[config.mk]
export PLATFORM = sky130hd
export DESIGN_NAME = timer_event
export DESIGN_NICKNAME = d
export VERILOG_FILES = /design/src/rtl/timer_event_pkg.sv /design/src/rtl/timer_event.sv
export SDC_FILE = /design/constraint.sdc
export NUM_CORES = 1
export LEC_CHECK = 0
export BUFFER_PORTS_ARGS = -buffer_cell sky130_fd_sc_hd__clkbuf_2
export CAP_MARGIN = 20
export CORE_MARGIN = 3
export CORE_UTILIZATION = 37
export DETAILED_ROUTE_END_ITERATION = 7
export GPL_TIMING_DRIVEN = 0
export PLACE_DENSITY = 0.89
export SETUP_SLACK_MARGIN = 0.3
export SKIP_LAST_GASP = 1
export SYNTH_ARGS = -nofsm -noshare
export SYNTH_HDL_FRONTEND = slang
export SYNTH_SLANG_ARGS = --single-unit
[constraint.sdc]
create_clock -name clk -period 2.55 [get_ports clk]
set_input_delay 0.51 -clock clk [delete_from_list [all_inputs] [get_ports clk]]
set_output_delay 0.51 -clock clk [all_outputs]
set_load 0.05 [all_outputs]
[src/rtl/timer_event_pkg.sv]
// Shared register map, bit positions and FSM encoding for timer_event.
package timer_event_pkg;

   localparam logic [7:0] ADDR_CTRL    = 8'h08;
   localparam logic [7:0] ADDR_STATUS  = 8'h09;
   localparam logic [7:0] ADDR_ACK     = 8'h0a;
   localparam logic [7:0] ADDR_COUNT   = 8'h0b;
   localparam logic [7:0] ADDR_COMPARE = 8'h0c;

   localparam int CTRL_IRQ_EN_BIT  = 0;
   localparam int CTRL_CMP_EN_BIT  = 1;
   localparam int STAT_PENDING_BIT = 0;
   localparam int STAT_OVERRUN_BIT = 1;
   localparam int STAT_RUN_BIT     = 2;
   localparam int ACK_PENDING_BIT  = 0;
   localparam int ACK_OVERRUN_BIT  = 1;

   typedef enum logic {
      ST_IDLE = 1'b0,
      ST_RUN  = 1'b1
   } state_e;

endpackage

[src/rtl/timer_event.sv]
// Timer event/interrupt block: run tracking FSM, pending/overrun flags, saturating expiry count.
// Optional compare-match event enabled by defining TIMER_EVENT_COMPARE_EN.
module timer_event
   import timer_event_pkg::*;
#(
   parameter int CNT_WIDTH = 8
)
(
   input  logic        clk,
   input  logic        reset,
   input  logic        cs,
   input  logic        we,
   input  logic [7:0]  address,
   input  logic [31:0] write_data,
   output logic [31:0] read_data,
   output logic        ready,
   input  logic        timer_running,
   input  logic        timer_stop,
   input  logic [31:0] curr_timer,
   output logic        irq
);

   localparam logic [CNT_WIDTH-1:0] CNT_MAX = '1;

   state_e               state_q, state_d;
   logic                 stop_seen_q, stop_seen_d;
   logic                 pending_q, pending_d;
   logic                 overrun_q, overrun_d;
   logic                 irq_en_q, irq_en_d;
   logic [CNT_WIDTH-1:0] count_q, count_d;

   logic        wr_en, rd_en, ctrl_wr, cnt_wr, ack_wr;
   logic        ack_hit, run_entry, expiry, cmp_event, event_any, cmp_en;
   logic [31:0] compare_rd;

   assign ready     = cs;
   assign wr_en     = cs & we;
   assign rd_en     = cs & ~we;
   assign ctrl_wr   = wr_en && (address == ADDR_CTRL);
   assign cnt_wr    = wr_en && (address == ADDR_COUNT);
   assign ack_wr    = wr_en && (address == ADDR_ACK);
   assign ack_hit   = ack_wr && (write_data[ACK_PENDING_BIT] || write_data[ACK_OVERRUN_BIT]);
   assign run_entry = (state_q == ST_IDLE) && timer_running;
   assign event_any = expiry | cmp_event;
   assign irq       = pending_q & irq_en_q;

   always_comb begin
      state_d     = state_q;
      stop_seen_d = stop_seen_q;
      expiry      = 1'b0;
      case (state_q)
         ST_IDLE: begin
            if (timer_running) begin
               state_d     = ST_RUN;
               stop_seen_d = 1'b0;
            end
         end
         ST_RUN: begin
            if (timer_stop) stop_seen_d = 1'b1;
            if (!timer_running) begin
               state_d = ST_IDLE;
               expiry  = !stop_seen_q && !timer_stop;
            end
         end
         default: state_d = ST_IDLE;
      endcase
   end

`ifdef TIMER_EVENT_COMPARE_EN
   logic [31:0] compare_q, compare_d;
   logic        cmp_en_q, cmp_en_d;
   logic        match_done_q, match_done_d;

   assign cmp_en     = cmp_en_q;
   assign compare_rd = compare_q;
   // One compare event per run: match_done blocks repeats until the next run starts.
   assign cmp_event  = (state_q == ST_RUN) && cmp_en_q && !match_done_q && (curr_timer == compare_q);

   always_comb begin
      compare_d    = (wr_en && (address == ADDR_COMPARE)) ? write_data : compare_q;
      cmp_en_d     = ctrl_wr ? write_data[CTRL_CMP_EN_BIT] : cmp_en_q;
      match_done_d = match_done_q;
      if (run_entry)      match_done_d = 1'b0;
      else if (cmp_event) match_done_d = 1'b1;
   end

   always_ff @(posedge clk or posedge reset) begin
      if (reset) begin
         compare_q    <= '0;
         cmp_en_q     <= 1'b0;
         match_done_q <= 1'b0;
      end else begin
         compare_q    <= compare_d;
         cmp_en_q     <= cmp_en_d;
         match_done_q <= match_done_d;
      end
   end
`else
   logic unused_inputs;

   assign cmp_en        = 1'b0;
   assign compare_rd    = '0;
   assign cmp_event     = 1'b0;
   assign unused_inputs = ^{curr_timer, write_data[31:2]};
`endif

   always_comb begin
      irq_en_d  = ctrl_wr ? write_data[CTRL_IRQ_EN_BIT] : irq_en_q;
      pending_d = pending_q;
      overrun_d = overrun_q;
      // A coincident ACK consumes the earlier event, so it cannot also flag an overrun.
      if (event_any) begin
         pending_d = 1'b1;
         if (pending_q && !ack_hit) overrun_d = 1'b1;
      end else if (ack_wr) begin
         if (write_data[ACK_PENDING_BIT]) pending_d = 1'b0;
         if (write_data[ACK_OVERRUN_BIT]) overrun_d = 1'b0;
      end

      count_d = count_q;
      if (cnt_wr)
         count_d = expiry ? CNT_WIDTH'(1) : '0;
      else if (expiry && (count_q != CNT_MAX))
         count_d = count_q + 1'b1;
   end

   always_comb begin
      read_data = '0;
      if (rd_en) begin
         case (address)
            ADDR_CTRL: begin
               read_data[CTRL_IRQ_EN_BIT] = irq_en_q;
               read_data[CTRL_CMP_EN_BIT] = cmp_en;
            end
            ADDR_STATUS: begin
               read_data[STAT_PENDING_BIT] = pending_q;
               read_data[STAT_OVERRUN_BIT] = overrun_q;
               read_data[STAT_RUN_BIT]     = (state_q == ST_RUN);
            end
            ADDR_COUNT:   read_data[CNT_WIDTH-1:0] = count_q;
            ADDR_COMPARE: read_data = compare_rd;
            default:      read_data = '0;
         endcase
      end
   end

   always_ff @(posedge clk or posedge reset) begin
      if (reset) begin
         state_q     <= ST_IDLE;
         stop_seen_q <= 1'b0;
         pending_q   <= 1'b0;
         overrun_q   <= 1'b0;
         irq_en_q    <= 1'b0;
         count_q     <= '0;
      end else begin
         state_q     <= state_d;
         stop_seen_q <= stop_seen_d;
         pending_q   <= pending_d;
         overrun_q   <= overrun_d;
         irq_en_q    <= irq_en_d;
         count_q     <= count_d;
      end
   end

endmodule

==> metrics.yaml <==
placed_design:
  place.gp.congestion: 0.885
  port_buffers: 24
  place_area_sq_um: 1310
  hpwl_mm: 1.62
  pre_cts_ws_ps: -12.8
critical_path:
  reg2reg_to: "count_q[1]$_DFFE_PP0P_"
  r2r-start: "count_q[0]$_DFFE_PP0P_"
  critPathArrivalTime_ps: 1790
  end_kind: "primary output"
  critPathRequiredTime_ps: 2040
  reg2reg_slack_ps: 990
  critPathKind: "in -> out"
  cp_max_fo: 5
  reg2reg_depth: 5
  startpoint_type: "input pin"
synth:
  yosys_warnings: 0
  synth-xor-area-share: 0.0337
  synth_fa_ha_area_frac: 0.0120
  async_reset_ff_frac: 1.00
  synth_area_sq_um: 1040
  synth_area_leaders: "dfrtp_1 (31%), buf_4 (18%), and2_1 (5.4%), nor2_1 (5.1%), mux2i_1 (4.8%)"
  synth-simple-area-share: 0.263
  synth_cell_types: 35
  synth_top_family_by_area: "simple AND/OR/NAND/NOR gates"
  synth_compound_area_frac: 0.0892
  synth-main-ff-cell: "dfrtp_1"
  synth.area.mux_share: 0.0735
  synth_edf_count: 0
  synth_top_area_share: 0.313
  ys_seq_area_frac: 0.313
  yosysTopAreaCell: "dfrtp_1"
  syn_avg_cell_area_sq_um: 8.95
  syn_inst: 116
  synth-seq-cells: 13
clock_tree:
  htree_num_levels: 1
  clock_sinks: 13
  clk_path_buf_depth: 2
  cts_root_buf: "clkbuf_4"
  path_clk_slew_ps: 80
  cts-buffers-inserted: 3
  clkLatencyLatePin_ps: 270
  ctsHoldBuffers: 0
  cts_tree: "yes"
sta:
  slew_violations: 0
  layout_setup_ws_ps: 246
  hold_viol_final: 0
  holdWs_ps: 227
  fin_skew_ps: 2.83
  setup_viol: 0
  fmax_mhz: 434
  rsz0062_at_grt: "yes"
  period_needed_ps: 2300
  min_period_over_period: 0.904
drt:
  wl_per_cell_um: 10.3
  drcViolationCount: 0
  viasPerCell: 4.39
  vias: 873
  dr.pass1.iters: 4
  drtIter0Drc: 36
  antenna_left: 0
  routed_wl_mm: 2.04
layout:
  final_area_sq_um: 1470
  mostFrequentLayoutCell: "buf_4"
  diodes: 0
  final_cell_mix: "buf_4 (27), conb_1 (24), clkbuf_2 (16)"
  drive_above_1_share: 0.438
  finalNetCount: 249
  syn2layout_area_growth_pct: 41.9
pwr:
  p_sw_frac: 0.394
  pwr-share-clk: 0.201
  powerDensity_nw_per_um2: 423
  intPower_uw: 378
  vdd_drop_max_mv: 0.373
  p_sw_uw: 246
  p_comb_frac: 0.363
  power_frac_seq: 0.436
  power.leakage_uw: 0.000777
grt:
  grt_pass1_vias: 820
  grt_max_degree: 14
  grt_remaining_overflow: 0
  antenna_found_initial: 0
  grt_pass1_wl_mm: 3.48
  grt_use_total: 0.131
floorplanning:
  die_w_um: 59.0
  die_h_um: 59.0
  die_area_sq_um: 3480
  core-area_sq_um: 2570
  rows: 18
  pin_count: 112
  start_util: 0.404
worst_hold_path:
  min_path_type: "in -> async"
outcome:
  status: "finished clean"
run:
  maxCapViolations: 0
-- per-layer routing --
layer / global-route usage / vias to the layer above / wire (um)
met5: 0 / - / 0
met4: 0.0356 / 0 / 15
met3: 0.0523 / 2 / 188
met2: 0.221 / 37 / 1010
met1: 0.155 / 378 / 829
li1: - / 456 / -
-- per-stage QoR --
stage                     setup TNS, ps  instances  total power (uW)   util
final                                 0        199               624  0.574
after CTS                             0        199               630  0.572
after floorplan                       0        139               462      -
after detailed placement          -12.8        193               497  0.511
after global placement                0        193               492  0.511
after global routing                  0        199               664  0.574
-- cells in the mapped netlist (2+ instances only) --
cell type and n:
o211ai_1 2, inv_1 3, xor2_1 4, o2111ai_1 2, a21oi_1 4, nand2_1 4
nand2b_1 3, dfrtp_1 13, nor2_1 14, nand3_1 3, mux2i_1 5, and2_1 9
buf_4 25, nand4_1 3, buf_2 2
-- what timing repair did --
item / 4_1_cts / 5_1_grt
gates resized for setup: 25 / 5
setup buffers: 2 / 0
setup endpoints to repair: 8 / 8
cloned: 0 / 0
pin swaps: 6 / 1
-- area by class of cell --
| type | instances | area [sq um] |
|---|---|---|
| Fill cell | 213 | 1090 |
| Multi-Input combinational cell | 95 | 639 |
| Sequential cell | 13 | 325 |
| Timing Repair Buffer | 26 | 221 |
| Buffer | 28 | 213 |
| Tap cell | 30 | 37.5 |
| Clock buffer | 4 | 26.3 |
| Inverter | 3 | 11.3 |
-- worst max-delay path, stage by stage --
cell and delay, ps:
clkbuf_2 80, or4_4 530, buf_8 150, nor3_4 160, and2_2 190, clkbuf_8 170
-- power by group through the flow --
stage	registers (uW)	clock network, uW	logic (uW)
6_report	272	125	227
5_1_grt	279	140	246
4_1_cts	271	132	227
3_5_place_dp	275	0	222
3_3_place_gp	274	0	218
2_1_floorplan	267	0	195
-- worst max path at each step --
stage | startpoint | endpoint | slack, ps | cells after the start
floorplan | address[5] | read_data[1] | 230 | 5
global placement | address[5] | read_data[1] | 8 | 7
detailed placement | address[5] | read_data[1] | -10 | 7
CTS | address[6] | read_data[1] | 250 | 7
global route | address[6] | read_data[3] | 170 | 6
finish | address[6] | read_data[3] | 250 | 6
-- cell families after synthesis --
kind of cell / after synthesis
other: 1
muxes: 7
adders and majority gates: 1
buffers and inverters: 31
DFF: 13
and+or+nand+nor: 45
xor gates and xnor gates: 4
AOI/OAI and AO/OA: 14
-- sequential cells by signal (all words and copies together), names as in the netlist --
| name | count |
|---|---|
| irq_en_q | 1 |
| overrun_q | 1 |
| state_q | 1 |
| stop_seen_q | 1 |
| pending_q | 1 |
| count_q | 8 |
No activity file was read; power rests on OpenSTA's default activity.
